`src/rtl/mem_access_unit_pkg.sv`:
```
// Shared encodings for the data-memory access stage: access sizes and FSM states.
package mem_access_unit_pkg;

  localparam logic [1:0] SZ_BYTE = 2'b00;
  localparam logic [1:0] SZ_HALF = 2'b01;
  localparam logic [1:0] SZ_WORD = 2'b10;

  typedef enum logic [2:0] {
    IDLE,
    ISSUE,
    WAIT,
    ERR,
    RESP
  } state_t;

  // Request attributes kept for the whole transaction.
  typedef struct packed {
    logic       write;
    logic [1:0] size;
    logic [1:0] offset;
  } req_t;

endpackage

```
`src/rtl/mem_lane_align.sv`:
```
// Byte-lane steering for the access unit: store enables and replication,
// load right-alignment, and the size/alignment legality check.
module mem_lane_align
  import mem_access_unit_pkg::*;
(
  input  logic [1:0]  size,
  input  logic [1:0]  offset,
  input  logic [31:0] wdata,
  input  logic [31:0] rdata,
  output logic [3:0]  be,
  output logic [31:0] wdata_rep,
  output logic [31:0] rdata_shift,
  output logic        misaligned
);

  always_comb begin
    // NOTE: every output gets a default before the case so no path leaves one unassigned (no latch).
    be          = 4'b0000;
    wdata_rep   = wdata;
    rdata_shift = rdata;
    misaligned  = 1'b0;
    case (size)
      SZ_BYTE: begin
        be          = 4'b0001 << offset;
        wdata_rep   = {4{wdata[7:0]}};
        rdata_shift = rdata >> {offset, 3'b000};
      end
      SZ_HALF: begin
        be          = 4'b0011 << offset;
        wdata_rep   = {2{wdata[15:0]}};
        rdata_shift = rdata >> {offset[1], 4'b0000};
        misaligned  = offset[0];
      end
      SZ_WORD: begin
        be         = 4'b1111;
        misaligned = |offset;
      end
      default: misaligned = 1'b1;
    endcase
  end

endmodule

```
`src/rtl/mem_access_unit.sv`:
```
// Data-memory access stage: one load/store at a time over a valid/ready word bus,
// with misalignment detection, bus timeout and pipeline stall.
module mem_access_unit
  import mem_access_unit_pkg::*;
#(
  parameter int unsigned TIMEOUT = 16,
  parameter int unsigned CNT_W   = 5
) (
  input  logic        clk,
  input  logic        rst,
  input  logic        req_valid,
  output logic        req_ready,
  input  logic        req_write,
  input  logic [1:0]  req_size,
  input  logic [31:0] req_addr,
  input  logic [31:0] req_wdata,
  output logic        resp_valid,
  output logic [31:0] resp_rdata,
  output logic        resp_misaligned,
  output logic        resp_fault,
  output logic        stall,
  output logic        mem_valid,
  input  logic        mem_ready,
  output logic        mem_we,
  output logic [31:0] mem_addr,
  output logic [3:0]  mem_be,
  output logic [31:0] mem_wdata,
  input  logic        mem_rvalid,
  input  logic [31:0] mem_rdata
);

  state_t             state, state_next;
  req_t               req_q;
  logic [31:0]        addr_q;
  logic [3:0]         be_q;
  logic [31:0]        wdata_q;
  logic [CNT_W-1:0]   cnt;

  logic               accept;
  logic               timeout;
  logic [1:0]         lane_size;
  logic [1:0]         lane_offset;
  logic [3:0]         lane_be;
  logic [31:0]        lane_wdata;
  logic [31:0]        lane_rdata;
  logic               lane_misaligned;

  assign accept  = req_valid && req_ready;
  assign timeout = (cnt == CNT_W'(TIMEOUT - 1));

  // In IDLE the lanes decode the incoming request; afterwards the latched one.
  assign lane_size   = (state == IDLE) ? req_size      : req_q.size;
  assign lane_offset = (state == IDLE) ? req_addr[1:0] : req_q.offset;

  mem_lane_align u_lane_align (
    .size        (lane_size),
    .offset      (lane_offset),
    .wdata       (req_wdata),
    .rdata       (mem_rdata),
    .be          (lane_be),
    .wdata_rep   (lane_wdata),
    .rdata_shift (lane_rdata),
    .misaligned  (lane_misaligned)
  );

  always_comb begin
    state_next = state;
    case (state)
      IDLE:    if (accept) state_next = lane_misaligned ? ERR : ISSUE;
      ISSUE: begin
        // A ready on the final counted cycle still completes the access.
        if (mem_ready)    state_next = req_q.write ? RESP : WAIT;
        else if (timeout) state_next = RESP;
      end
      WAIT:    if (mem_rvalid || timeout) state_next = RESP;
      ERR:     state_next = RESP;
      RESP:    state_next = IDLE;
      default: state_next = IDLE;
    endcase
  end

  assign req_ready  = (state == IDLE);
  assign mem_valid  = (state == ISSUE);
  assign resp_valid = (state == RESP);
  assign stall      = (state == ISSUE) || (state == WAIT) || (state == ERR);
  assign mem_we     = req_q.write;
  assign mem_addr   = addr_q;
  assign mem_be     = be_q;
  assign mem_wdata  = wdata_q;

  // NOTE: sequential state uses non-blocking assignments so every register samples pre-edge values.
  always_ff @(posedge clk or posedge rst) begin
    if (rst) state <= IDLE;
    else     state <= state_next;
  end

  always_ff @(posedge clk or posedge rst) begin
    if (rst) begin
      req_q   <= '0;
      addr_q  <= '0;
      be_q    <= '0;
      wdata_q <= '0;
    end else if (accept) begin
      req_q   <= '{write: req_write, size: req_size, offset: req_addr[1:0]};
      addr_q  <= {req_addr[31:2], 2'b00};
      be_q    <= req_write ? lane_be : 4'b0000;
      wdata_q <= lane_wdata;
    end
  end

  always_ff @(posedge clk or posedge rst) begin
    if (rst) begin
      cnt <= '0;
    end else if ((state_next != state) && (state_next == ISSUE || state_next == WAIT)) begin
      cnt <= '0;
    end else if (state == ISSUE || state == WAIT) begin
      cnt <= cnt + 1'b1;
    end
  end

  // Response fields are loaded only on entry to RESP and hold afterwards.
  always_ff @(posedge clk or posedge rst) begin
    if (rst) begin
      resp_rdata      <= '0;
      resp_misaligned <= 1'b0;
      resp_fault      <= 1'b0;
    end else if (state != RESP && state_next == RESP) begin
      resp_misaligned <= (state == ERR);
      resp_fault      <= ((state == ISSUE) && !mem_ready) || ((state == WAIT) && !mem_rvalid);
      resp_rdata      <= ((state == WAIT) && mem_rvalid) ? lane_rdata : 32'h0;
    end
  end

endmodule

```
`config.mk`:
```
export PLATFORM = sky130hd
export DESIGN_NAME = mem_access_unit
export DESIGN_NICKNAME = d
export VERILOG_FILES = /design/src/rtl/mem_access_unit_pkg.sv /design/src/rtl/mem_lane_align.sv /design/src/rtl/mem_access_unit.sv
export SDC_FILE = /design/constraint.sdc
export NUM_CORES = 1
export LEC_CHECK = 0
export ABC_CLOCK_PERIOD_IN_PS = 4300
export BUFFER_PORTS_ARGS = -buffer_cell sky130_fd_sc_hd__buf_2
export CAP_MARGIN = 20
export CORE_ASPECT_RATIO = 1.4
export CORE_MARGIN = 3
export CORE_UTILIZATION = 49
export DETAILED_ROUTE_END_ITERATION = 12
export PLACE_DENSITY = 0.81
export REMOVE_ABC_BUFFERS = 1
export SETUP_SLACK_MARGIN = 0.3
export SYNTH_ARGS = -nofsm -noshare
export SYNTH_HDL_FRONTEND = slang
export SYNTH_SLANG_ARGS = --single-unit
```
`constraint.sdc`:
```
create_clock -name clk -period 4.3 [get_ports clk]
set_clock_uncertainty 0.1 [all_clocks]
set_input_delay 0.645 -clock clk [delete_from_list [all_inputs] [get_ports clk]]
set_output_delay 0.645 -clock clk [all_outputs]
set_load 0.02 [all_outputs]
```
==> impl_metrics.yaml <==
sta:
  worstMarginPinSlew_ns: 1.05
  finalSetupViolCount: 0
  setup_ws_ns: 0.981
  slew_viol_final: 0
  finalCritPeriodShare_pct: 77.2
  min_period_ns: 3.32
  setup_tns_ns: 0
  grt_setup_unrepaired: "no"
  fmax_ghz: 0.301
  hold_viol: 0
  slew_headroom_pct: 29.7
critical_path:
  critPathMaxFanout: 29
  cp-start-kind: "register"
  crit_start: "state[0]"
  criticalPathCategory: "register to register"
  cp_data_required_time_ns: 4.51
  r2r_slack_ns: 0.98
  cp.arrival_ns: 3.53
  worstSetupEndpointType: "register"
  r2r-start: "state[0]"
synth:
  yosys_warnings: 0
  synth_top_area_share_pct: 53.0
  synth.cell_area_um2: 5340
  synth-seq-area-share_pct: 53.0
  syn_inst: 575
  ys_top_cells_by_area: "dfrtp_1 (53%), nand2_1 (13%), mux2i_1 (4.1%)"
  ys_seq_elements: 113
  yosys.area.top_type: "dfrtp_1"
  synth_area_per_cell_um2: 9.28
  synth_cell_types: 52
placement:
  port_buffers: 208
  routabilityCongestion: 0.871
  dp_worst_setup_slack_ns: 1.00
  dp_cells: 895
  place_hpwl_um: 11100
run:
  cap_viol_max_count: 0
power_and_ir_drop:
  peakVddDrop_v: 0.000449
  sw_frac_of_total_pct: 42.9
  p_sw_mw: 2.64
  powerDensity_nw_per_um2: 868
  comb_power_share_pct: 45.5
  leakage_nw: 3.78
  intPower_mw: 3.52
  clockPowerShare_pct: 24.9
  p_seq_share_pct: 29.6
grt:
  grt_max_degree: 60
  track_usage_pct: 25.9
  grt_pass1_wl_um: 24700
  overflow: 0
  grt_pass1_vias: 5024
  grt_antenna_before_repair: 0
cells_and_area:
  drive_gt1_share_pct: 33.5
  syn2layout_area_growth_pct: 33.1
  fillers: 849
  nNetsFinal: 882
  antenna_cells: 0
  fin_cells: 926
  seqCellArea_um2: 2830
  multi_input_area_um2: 2300
floorplan:
  core_area_um2: 10500
  rows: 44
  dieHeight_um: 130
  start_util_pct: 50.8
  io_pins: 211
  die_area_um2: 12200
  die_w_um: 94.2
route:
  first_pass_iters: 4
  detail-route-antenna-nets: 0
  wl_met1_um: 5960
  wl_per_cell_um: 16.9
  route.detailed.drc: 0
  routed-wl-met3_um: 1570
  maxUsedRoutingLayer: "met4"
  drtIter0Drc: 259
  drt-total-wl_um: 15600
  num_vias: 5092
  routed_via_density: 5.50
  wl_met2_um: 7680
min_path:
  hold_class: "primary input to asynchronous set/reset pin"
outcome:
  outcome: "finished, final reports clean"
clocking:
  clkSinkCount: 113
  clkLatencyLatePin_ns: 0.40
  clk_pin_slew_ns: 0.06
  cts_root_buf: "clkbuf_16"
  hold_buffers: 0
  postCtsSetupBuffers: 0
  cts_tree: "built"
  htreeDepth: 4
  cts_buffers: 17
  clock_path_buffers: 2
  cts-resized-gates: 0
## through the flow
stage | power (mW) | utilization, % | area, µm² | hold slack [ns]
4_1_cts | 6.20 | 67.6 | 7110 | 0.292
2_1_floorplan | 3.63 | - | 5140 | 0.397
5_1_grt | 6.56 | 67.6 | 7110 | 0.318
3_5_place_dp | 4.62 | 61.4 | 6460 | 0.357
3_3_place_gp | 4.51 | 61.4 | 6460 | 0.351
6_report | 6.17 | 67.6 | 7110 | 0.274
## final cells by class
cell class / instances / share of cell area [%]
clock buffer: 18 / 6.18
clock inverter: 13 / 2.97
multi-input combinational: 417 / 32.4
timing repair buffer: 218 / 15.7
inverter: 9 / 0.510
tap: 138 / 2.43
sequential: 113 / 39.8
## placed cells by master, fill, tap and decap left out, types with 16 or more instances in the layout
master,netlist,layout
buf_2,6,208
nand2_1,183,182
dfrtp_1,113,113
o21ai_0,33,32
nor2_1,25,25
a21oi_1,24,24
mux2i_1,22,20
a31oi_1,17,17
clkbuf_16,0,17
a22oi_1,16,16
## Yosys cell counts (all sizes together)
master  number
clkbuf      20
or2          1
o211ai       2
a221oi       1
a31oi       19
nand2b       6
o32ai        1
a32oi        1
xor2         2
conb         1
a22o         8
a211o        1
nand3b       1
o21a         1
nor2        25
nor3b       10
nor4bb       1
o22a         1
buf         17
a22oi       16
a211oi      10
nand2      184
a21o         8
a32o         1
nor2b        2
ha           2
o22ai        1
mux2i       22
or3          3
and2         1
nand4        1
o21ai       42
dfrtp      113
a21oi       24
and3         4
o221ai       9
nor3         2
inv          9
nor4         1
xnor2        1
## state kept, by name (all words and copies together), names as in the netlist
signal and count:
cnt 5, mem_addr 30, mem_be 4, mem_wdata 32, mem_we 1, req_q 4, resp_fault 1, resp_misaligned 1
resp_rdata 32, state 3
## worst max-delay path, cell delays in order, from the launching register on
cell and delay (ns):
dfrtp_1 0.50, or3_1 0.58, inv_2 0.33, mux2i_4 0.79
and3_1 0.51, o221ai_1 0.19, o21ai_0 0.22
## layer usage
metal | global-route usage (%) | up-vias
li1 | - | 2388
met1 | 30.2 | 2391
met2 | 43.4 | 283
met3 | 8.30 | 30
met4 | 12.2 | 0
met5 | 0 | -
## final timing paths
| check | endpoint | depth (start not counted) |
|---|---|---|
| worst max-delay path | resp_rdata[9] | 6 |
| worst min-delay path | mem_addr[19] | 2 |
| worst max register to register | resp_rdata[9] | 6 |
| worst min register to register | mem_addr[11] | 2 |
| max in group asynchronous | req_q[3] | 3 |
| min in group clk | mem_addr[17] | 3 |
## power groups by stage
stage	clock, mW	combinational, mW	sequential, mW
detailed placement	0	2.80	1.83
global route	1.61	3.07	1.88
global placement	0	2.70	1.81
finish	1.53	2.81	1.83
floorplan	0	1.33	2.30
CTS	1.55	2.82	1.83
## cell families after synthesis
family	synth area share, %
AND/OR/NAND/NOR	19.1
AO/OA/AOI/OAI	18.4
flip-flops	53.0
buffers and inverters	4.43
multiplexers	4.12
XOR/XNOR	0.492
adder cells (fa/ha/maj)	0.469
other	0.0702
(Power assumes the default switching activity.)
